==> src/rtl/mux_rr_arb.sv <==
// mux_rr_arb: round-robin owner arbiter for a shared 4:1 mux with an
// active-low enable. One requester owns the mux at a time. Every change of
// ownership passes through a one-cycle GAP so the old channel is released
// before the new one is enabled. An owner is forced off after MAX_HOLD
// consecutive cycles, but only if another requester is waiting.
//
// Ports:
//   CLK    - clock, rising edge
//   RST_N  - asynchronous active-low reset
//   REQ    - per-channel level request (bit n asks for mux channel n)
//   Y      - shared mux output (1 while G=1)
//   GNT    - one-hot grant, zero when there is no owner
//   G      - active-low mux enable, 0 only while granting
//   C      - mux select; the bit order is swapped (C[0]=idx[1], C[1]=idx[0])
//   BUSY   - high in GRANT and GAP
//   Y_Q    - registered sample of Y
//   Y_VLD  - Y_Q was sampled while granting
module mux_rr_arb #(
  parameter int unsigned MAX_HOLD = 8
) (
  input  logic       CLK,
  input  logic       RST_N,
  input  logic [3:0] REQ,
  input  logic       Y,
  output logic [3:0] GNT,
  output logic       G,
  output logic [1:0] C,
  output logic       BUSY,
  output logic       Y_Q,
  output logic       Y_VLD
);

  localparam int unsigned NREQ  = 4;
  localparam int unsigned IDX_W = 2;
  localparam int unsigned HC_W  = 4;
  localparam logic [HC_W-1:0] HC_MAX = HC_W'(MAX_HOLD - 1);

  typedef enum logic [1:0] {
    ST_IDLE  = 2'b00,
    ST_GRANT = 2'b01,
    ST_GAP   = 2'b10
  } state_e;

  state_e             state_q, state_d;
  logic [IDX_W-1:0]   owner_q, owner_d;
  logic [IDX_W-1:0]   ptr_q, ptr_d;
  logic [HC_W-1:0]    hc_q, hc_d;
  logic [NREQ-1:0]    gnt_q, gnt_d;
  logic               g_q, g_d;
  logic [1:0]         c_q, c_d;
  logic               busy_q, busy_d;
  logic               y_q, y_vld_q;
  logic               others_req;

  // First requester found when searching ptr, ptr+1, ptr+2, ptr+3 (mod 4).
  // The loop runs from the farthest offset down, so the nearest one wins.
  function automatic logic [IDX_W-1:0] rr_pick(input logic [NREQ-1:0] req,
                                                input logic [IDX_W-1:0] ptr);
    logic [IDX_W-1:0] idx;
    logic [IDX_W-1:0] win;
    win = ptr;
    for (int i = NREQ - 1; i >= 0; i--) begin
      idx = ptr + IDX_W'(i);
      if (req[idx]) win = idx;
    end
    return win;
  endfunction

  // Next state, pointer, hold counter, and the output values for the next cycle.
  always_comb begin
    state_d = state_q;
    owner_d = owner_q;
    ptr_d   = ptr_q;
    hc_d    = hc_q;

    others_req = |(REQ & ~(NREQ'(1) << owner_q));

    case (state_q)
      ST_IDLE: begin
        if (|REQ) begin
          state_d = ST_GRANT;
          owner_d = rr_pick(REQ, ptr_q);
          hc_d    = '0;
        end
      end
      ST_GRANT: begin
        if (!REQ[owner_q] || ((hc_q == HC_MAX) && others_req)) begin
          state_d = ST_GAP;
        end else if (hc_q != HC_MAX) begin
          hc_d = hc_q + HC_W'(1);
        end
      end
      ST_GAP: begin
        // The pointer moves past the old owner, so a re-request from the old
        // owner has the lowest priority.
        ptr_d = owner_q + IDX_W'(1);
        if (|REQ) begin
          state_d = ST_GRANT;
          owner_d = rr_pick(REQ, ptr_d);
          hc_d    = '0;
        end else begin
          state_d = ST_IDLE;
        end
      end
      default: begin
        state_d = ST_IDLE;
      end
    endcase

    gnt_d  = (state_d == ST_GRANT) ? (NREQ'(1) << owner_d) : '0;
    g_d    = (state_d != ST_GRANT);
    busy_d = (state_d != ST_IDLE);
    // C changes only when a grant starts. It keeps the last owner through GAP and IDLE.
    c_d    = (state_d == ST_GRANT) ? {owner_d[0], owner_d[1]} : c_q;
  end

  // State and registered outputs.
  always_ff @(posedge CLK or negedge RST_N) begin
    if (!RST_N) begin
      state_q <= ST_IDLE;
      owner_q <= '0;
      ptr_q   <= '0;
      hc_q    <= '0;
      gnt_q   <= '0;
      g_q     <= 1'b1;
      c_q     <= '0;
      busy_q  <= 1'b0;
      y_q     <= 1'b1;
      y_vld_q <= 1'b0;
    end else begin
      state_q <= state_d;
      owner_q <= owner_d;
      ptr_q   <= ptr_d;
      hc_q    <= hc_d;
      gnt_q   <= gnt_d;
      g_q     <= g_d;
      c_q     <= c_d;
      busy_q  <= busy_d;
      y_q     <= Y;
      y_vld_q <= (state_q == ST_GRANT);
    end
  end

  assign GNT   = gnt_q;
  assign G     = g_q;
  assign C     = c_q;
  assign BUSY  = busy_q;
  assign Y_Q   = y_q;
  assign Y_VLD = y_vld_q;

endmodule

==> config.mk <==
export PLATFORM = sky130hd
export DESIGN_NAME = mux_rr_arb
export DESIGN_NICKNAME = d
export VERILOG_FILES = /design/src/rtl/mux_rr_arb.sv
export SDC_FILE = /design/constraint.sdc
export NUM_CORES = 1
export LEC_CHECK = 0
export CAP_MARGIN = 10
export CORE_ASPECT_RATIO = 0.9
export CORE_MARGIN = 1.5
export CORE_UTILIZATION = 55
export CTS_BUF_LIST = sky130_fd_sc_hd__clkbuf_8
export DETAILED_ROUTE_END_ITERATION = 6
export MAX_ROUTING_LAYER = met4
export PLACE_DENSITY = 0.78
export RECOVER_POWER = 100
export SLEW_MARGIN = 10
export SYNTH_ARGS = -nofsm -noshare
export SYNTH_HDL_FRONTEND = slang
export SYNTH_SLANG_ARGS = --single-unit
==> constraint.sdc <==
create_clock -name CLK -period 2.5 [get_ports CLK]
set_clock_uncertainty 0.2 [all_clocks]
set_input_delay 0.5 -clock CLK [delete_from_list [all_inputs] [get_ports CLK]]
set_output_delay 0.5 -clock CLK [all_outputs]
set_load 0.01 [all_outputs]
Word-level counts from Yosys, hierarchy flattened
Index checks and enable logic that the tools add are counted.
{ "totals": {"regBits": 20, "inputBits": 7} }
{ "classes": {"bitwise_logic": 2, "reduce_logical": 10, "shift": 2, "eq_ne": 9, "n_lt_le_gt_ge": 9, "add_sub_neg": 8, "mux": 38} }
{ "ops": {"columns": ["operator", "n"], "rows": [
  ["less-than comparator 2 x 3 -> 1 bit (second input constant)", 9],
  ["two-way mux 2 bit", 12],
  ["binary-select mux 1 bit (select 2 bit)", 9],
  ["two-way mux 4 bit", 4],
  ["two-way mux 1 bit", 10],
  ["adder 2 bit (second input constant)", 4],
  ["case mux 4 bit (2 select lines)", 1],
  ["OR reduction 4 bit", 2],
  ["left shift 1 x 2 -> 4 bit (first input constant)", 2],
  ["adder 2 x 1 -> 2 bit (second input constant)", 3],
  ["case mux 2 bit (3 select lines)", 1],
  ["adder 4 x 1 -> 4 bit (second input constant)", 1],
  ["bitwise AND 4 bit", 1],
  ["equality test 2 x 1 -> 1 bit (second input constant)", 2],
  ["equality test 4 x 3 -> 1 bit (second input constant)", 1],
  ["inequality test 2 x 1 -> 1 bit (second input constant)", 2],
  ["inequality test 2 bit (second input constant)", 2],
  ["inequality test 4 x 3 -> 1 bit (second input constant)", 1],
  ["NOT 4 bit", 1],
  ["case mux 2 bit (2 select lines)", 1],
  ["AND reduction 4 bit", 1],
  ["nonzero test 2 bit", 2],
  ["equality test 2 bit (second input constant)", 1],
  ["zero test 2 bit", 1],
  ["4 further kinds", 4]
]} }

Depth between registers and ports, before layout
{ "logic_depth": {"word_depth": 12, "ltp_mapped": 10, "depth_no_buf": 9} }

Worst setup path after synthesis
No wires, ideal clock.
{ "synth_path": {"path_kind": "register -> register", "from": "reg owner_q[0]", "to": "reg gnt_q[3] (netlist: GNT[3])", "t_arrival_ns": 1.927, "required_ns": 2.212, "stages_incl_launch_ff": 9, "setup_slack_ns": 0.285, "period_less_slack_ns": 2.215, "setup_ns": 0.088, "path_cell_list": "dfrtp_1 -> buf_2 -> inv_1 -> ha_1 -> mux2_2 -> a221oi_1 -> o21ai_0 -> nand2_1 -> nor3b_1"} }
{ "synth_between": {"elab_chain_cells": 12, "word_cells_on_any_way": 33, "cone_classes": "add/sub (4); eq/ne (1); shift (2); mux (20); bitwise (2); reduce/logical (4)"} }
{ "synth_rtl": {"columns": ["item", "line", "rtl"], "rows": [
  ["start: declaration", "45", "logic [IDX_W-1:0] owner_q, owner_d;"],
  ["start signal: assignment", "132", "owner_q <= owner_d;"],
  ["adder 2 x 1 -> 2 bit", "96", "ptr_d = owner_q + IDX_W'(1);"],
  ["adder 2 bit", "63", "idx = ptr + IDX_W'(i);"],
  ["binary-select mux 1 bit (select 2 bit)", "64", "if (req[idx]) win = idx;"],
  ["two-way mux 1 bit (not written as such)", "64", null],
  ["two-way mux 2 bit (4 in a row)", "64", null],
  ["two-way mux 2 bit", "97", "if (|REQ) begin"],
  ["case mux 2 bit (2 select lines) (*)", "78", "case (state_q)"],
  ["net owner_d[0]", "45", null],
  ["left shift 1 x 2 -> 4 bit (*)", "110", "gnt_d = (state_d == ST_GRANT) ? (NREQ'(1) << owner_d) : '0;"],
  ["two-way mux 4 bit (*)", "110", null],
  ["net gnt_d[3]", "48", "logic [NREQ-1:0] gnt_q, gnt_d;"],
  ["end signal: assignment", "135", "gnt_q <= gnt_d;"],
  ["end: declaration", "48", null]
]} }
Mark *: on every way through the listed nets, which the timed path passes. The rest lies on a longest branch. The select of a mux whose other input is x is not followed.
A chain may end at the register's enable or synchronous reset.

Final worst setup path
{ "layout_path": {"from": "in REQ[1]", "to": "reg gnt_q[1] (netlist: GNT[1])"} }
{ "layout_between": {"elab_chain_cells": 10, "word_cells_on_any_way": 42, "cone_classes": "eq/ne (1); shift (1); mux (34); bitwise (1); reduce/logical (5)"} }
{ "layout_rtl": {"columns": ["item", "line", "rtl"], "rows": [
  ["start: declaration", "23", "input logic [3:0] REQ,"],
  ["binary-select mux 1 bit (select 2 bit)", "64", null],
  ["two-way mux 1 bit (not written as such)", "64", null],
  ["two-way mux 2 bit (4 in a row)", "64", null],
  ["two-way mux 2 bit (on tied branches)", "97, 80", null],
  ["case mux 2 bit (2 select lines)", "78", null],
  ["left shift 1 x 2 -> 4 bit", "110", null],
  ["two-way mux 4 bit (*)", "110", null],
  ["net gnt_d[1]", "48", null]
]} }
Marks and branches as above.

==> impl_metrics.py <==
metrics = {
    "status": {
        "status": "finished, final reports clean",
    },
    "floorplanning": {
        "core-area_sq_um": 1933,
        "die_height_microns": 46.21,
        "ios": 17,
        "row_count": 15,
        "die_w_microns": 51.01,
        "start_util_pct": 59.03,
        "dieArea_sq_um": 2357,
    },
    "cells_and_area": {
        "diodes": 0,
        "mostFrequentLayoutCells": "dfrtp_1 (18), dlygate4sd3_1 (13), nor2_1 (9)",
        "fin_area_sq_um": 1444,
        "drive_above_1_share_pct": 17.99,
        "nFillCells": 143,
        "nets": 152,
        "final_common_cell": "dfrtp_1",
        "area_growth_pct": 26.53,
        "fin_util_pct": 74.69,
    },
    "drt": {
        "drcViolationCount": 0,
        "wl_mm": 2.558,
        "via_per_inst": 5.787,
        "drtIter0Drc": 21,
        "vias": 949,
        "drt_first_pass_iters": 4,
        "antenna_left": 0,
        "wl_per_cell_microns": 15.60,
    },
    "pwr": {
        "total_power_uw": 1791,
        "vdd_drop_max_mv": 0.7798,
        "p_leak_uw": 0.0006517,
        "powerDensity_nw_per_um2": 1241,
    },
    "synth": {
        "synth_ff_type": "dfrtp_1",
        "yosysTopAreaCell": "dfrtp_1",
        "avgSynthCellArea_sq_um": 10.01,
        "syn_nets": 126,
        "async_flop_share_pct": 100.0,
        "yosysWarnings": 0,
        "syn_area_sq_um": 1141,
        "ys_seq_elements": 20,
        "synth.area.top_cells": "dfrtp_1 (39%), ha_1 (5.5%), dfstp_2 (4.6%), nand2b_1 (3.3%), nor2_1 (3.0%)",
        "synth-seq-area-share_pct": 44.08,
        "synth_top_cell_area_share_pct": 39.47,
        "synth_cell_types": 42,
        "synthCells": 114,
        "synth_edf_count": 0,
    },
    "critical_path": {
        "critPathMaxFanout": 10,
        "path_class": "in -> reg",
        "worstRegToRegCells": 7,
        "cp-startpoint": "REQ[1]",
        "start_kind": "input port",
        "r2r_start": "owner_q[1]",
        "cp-end-kind": "register",
        "r2r-end": "GNT[3]",
        "r2r_slack_ps": 250,
        "crit_end": "GNT[1]",
        "cp.arrival_ps": 2380,
        "cp.required_ps": 2490,
    },
    "sta": {
        "maxSlewHeadroom_pct": 32.23,
        "maxClockFrequency_mhz": 419.3,
        "drv_slew": 0,
        "setup_viol": 0,
        "holdWs_ps": 304.9,
        "grt_setup_unrepaired": "no",
        "fin_crit_ps": 2385,
        "tightest_slew_ps": 1017,
        "hold_viol": 0,
        "min_period_over_period_pct": 95.39,
    },
    "clock_tree": {
        "root_buffer": "clkbuf_8",
        "numClockSinks": 20,
        "ctsLongestPathBuffers": 2,
        "clk_latency_ps": 260,
        "cts_tree": "done",
        "postCtsSetupBuffers": 0,
        "cts_resized": 0,
        "holdBufCountCts": 0,
        "cts_buffers": 3,
        "htree_levels": 1,
        "clk_pin_slew_ps": 70,
    },
    "placement": {
        "dpl-instance-area_sq_um": 1376,
        "place_congestion": 0.8240,
        "io_buffers": 16,
        "dpl.hpwl_mm": 1.848,
    },
    "global_route": {
        "antenna_found_initial": 0,
        "use_met2_pct": 44.16,
        "grt_util_met3_pct": 5.844,
        "grt_pass1_wl_mm": 4.133,
        "grt_max_degree": 21,
        "grt_pass1_vias": 934,
        "grt_overflow_total": 0,
        "busiest_layer": "met2",
        "grt_usage_pct": 25.72,
        "use_met1_pct": 28.18,
    },
    "min_path": {
        "holdCritPathClass": "reg -> reg",
    },
    "flow_run": {
        "maxCapViolCount": 0,
    },
}
==> how the worst min path moves through the flow <==
stage	to	startpoint	slack, ps	depth (start not counted)
after floorplan	BUSY	RST_N	4	0
after global placement	C[1]	C[1]	280	1
after detailed placement	C[1]	C[1]	300	1
after CTS	C[1]	C[1]	320	1
after global routing	C[1]	C[1]	330	1
final	C[1]	C[1]	300	1
==> sequential cells by signal, indices dropped and copies added, names as in the netlist <==
register,count
GNT,4
hc_q,4
C,2
owner_q,2
ptr_q,2
state_q,2
BUSY,1
G,1
Y_Q,1
Y_VLD,1
==> stage by stage <==
step                      setup slack [ps]  setup TNS (ps)  instances
after floorplan                      284.6               0        114
after global routing                 26.78               0        164
after CTS                            201.4               0        164
final                                115.3               0        164
after detailed placement            -68.76          -138.4        160
after global placement              -62.67          -122.9        160
==> layer usage <==
metal | vias to the layer above | wire, microns
met4 | 0 | 80
met5 | - | 0
met3 | 9 | 133
li1 | 447 | -
met1 | 456 | 1049
met2 | 37 | 1294
==> layout make-up <==
class                           instances  area [sq um]  share of cell area [%]
Tap cell                               25         31.28                   2.166
Multi-Input combinational cell         81         576.8                   39.95
Clock buffer                            3         41.29                   2.860
Sequential cell                        20         503.0                   34.84
Inverter                                8         30.03                   2.080
Clock inverter                          1         30.03                   2.080
Timing Repair Buffer                   26         231.5                   16.03
==> cells in the mapped netlist (2+ instances only) <==
library cell / number
dfrtp_1: 18
mux2i_1: 2
mux2_2: 2
dfstp_2: 2
a31oi_1: 2
buf_2: 4
nand2_1: 8
a21oi_1: 6
nor2_1: 9
nor2b_1: 4
o21ai_0: 6
o21a_1: 2
a221oi_1: 2
inv_1: 7
ha_1: 5
nand3_1: 3
and2_1: 2
nand2b_1: 6
==> critical path: stages <==
cell	delay, ps
dlygate4sd3_1	730
nor2_1	130
o21a_1	210
o221a_4	300
o31ai_4	290
and3_1	210
==> kinds of logic (layout without fill, tap and decap cells) <==
| logic type | Yosys count | count (layout) | share of synthesized area, % |
|---|---|---|---|
| AOI/OAI and AO/OA | 27 | 27 | 17.98 |
| muxes | 5 | 5 | 5.702 |
| xor gates and xnor gates | 1 | 1 | 0.7677 |
| and+or+nand+nor | 43 | 43 | 20.62 |
| adders and majority gates | 5 | 5 | 5.482 |
| DFF | 20 | 20 | 44.08 |
| buffers and inverters | 13 | 38 | 5.373 |
==> where the power goes <==
part | total (uW) | switching (uW) | internal [uW]
clock | 317 | 104 | 214
combinational | 910 | 465 | 445
sequential | 564 | 113 | 452
No activity file was read; power rests on OpenSTA's default activity.
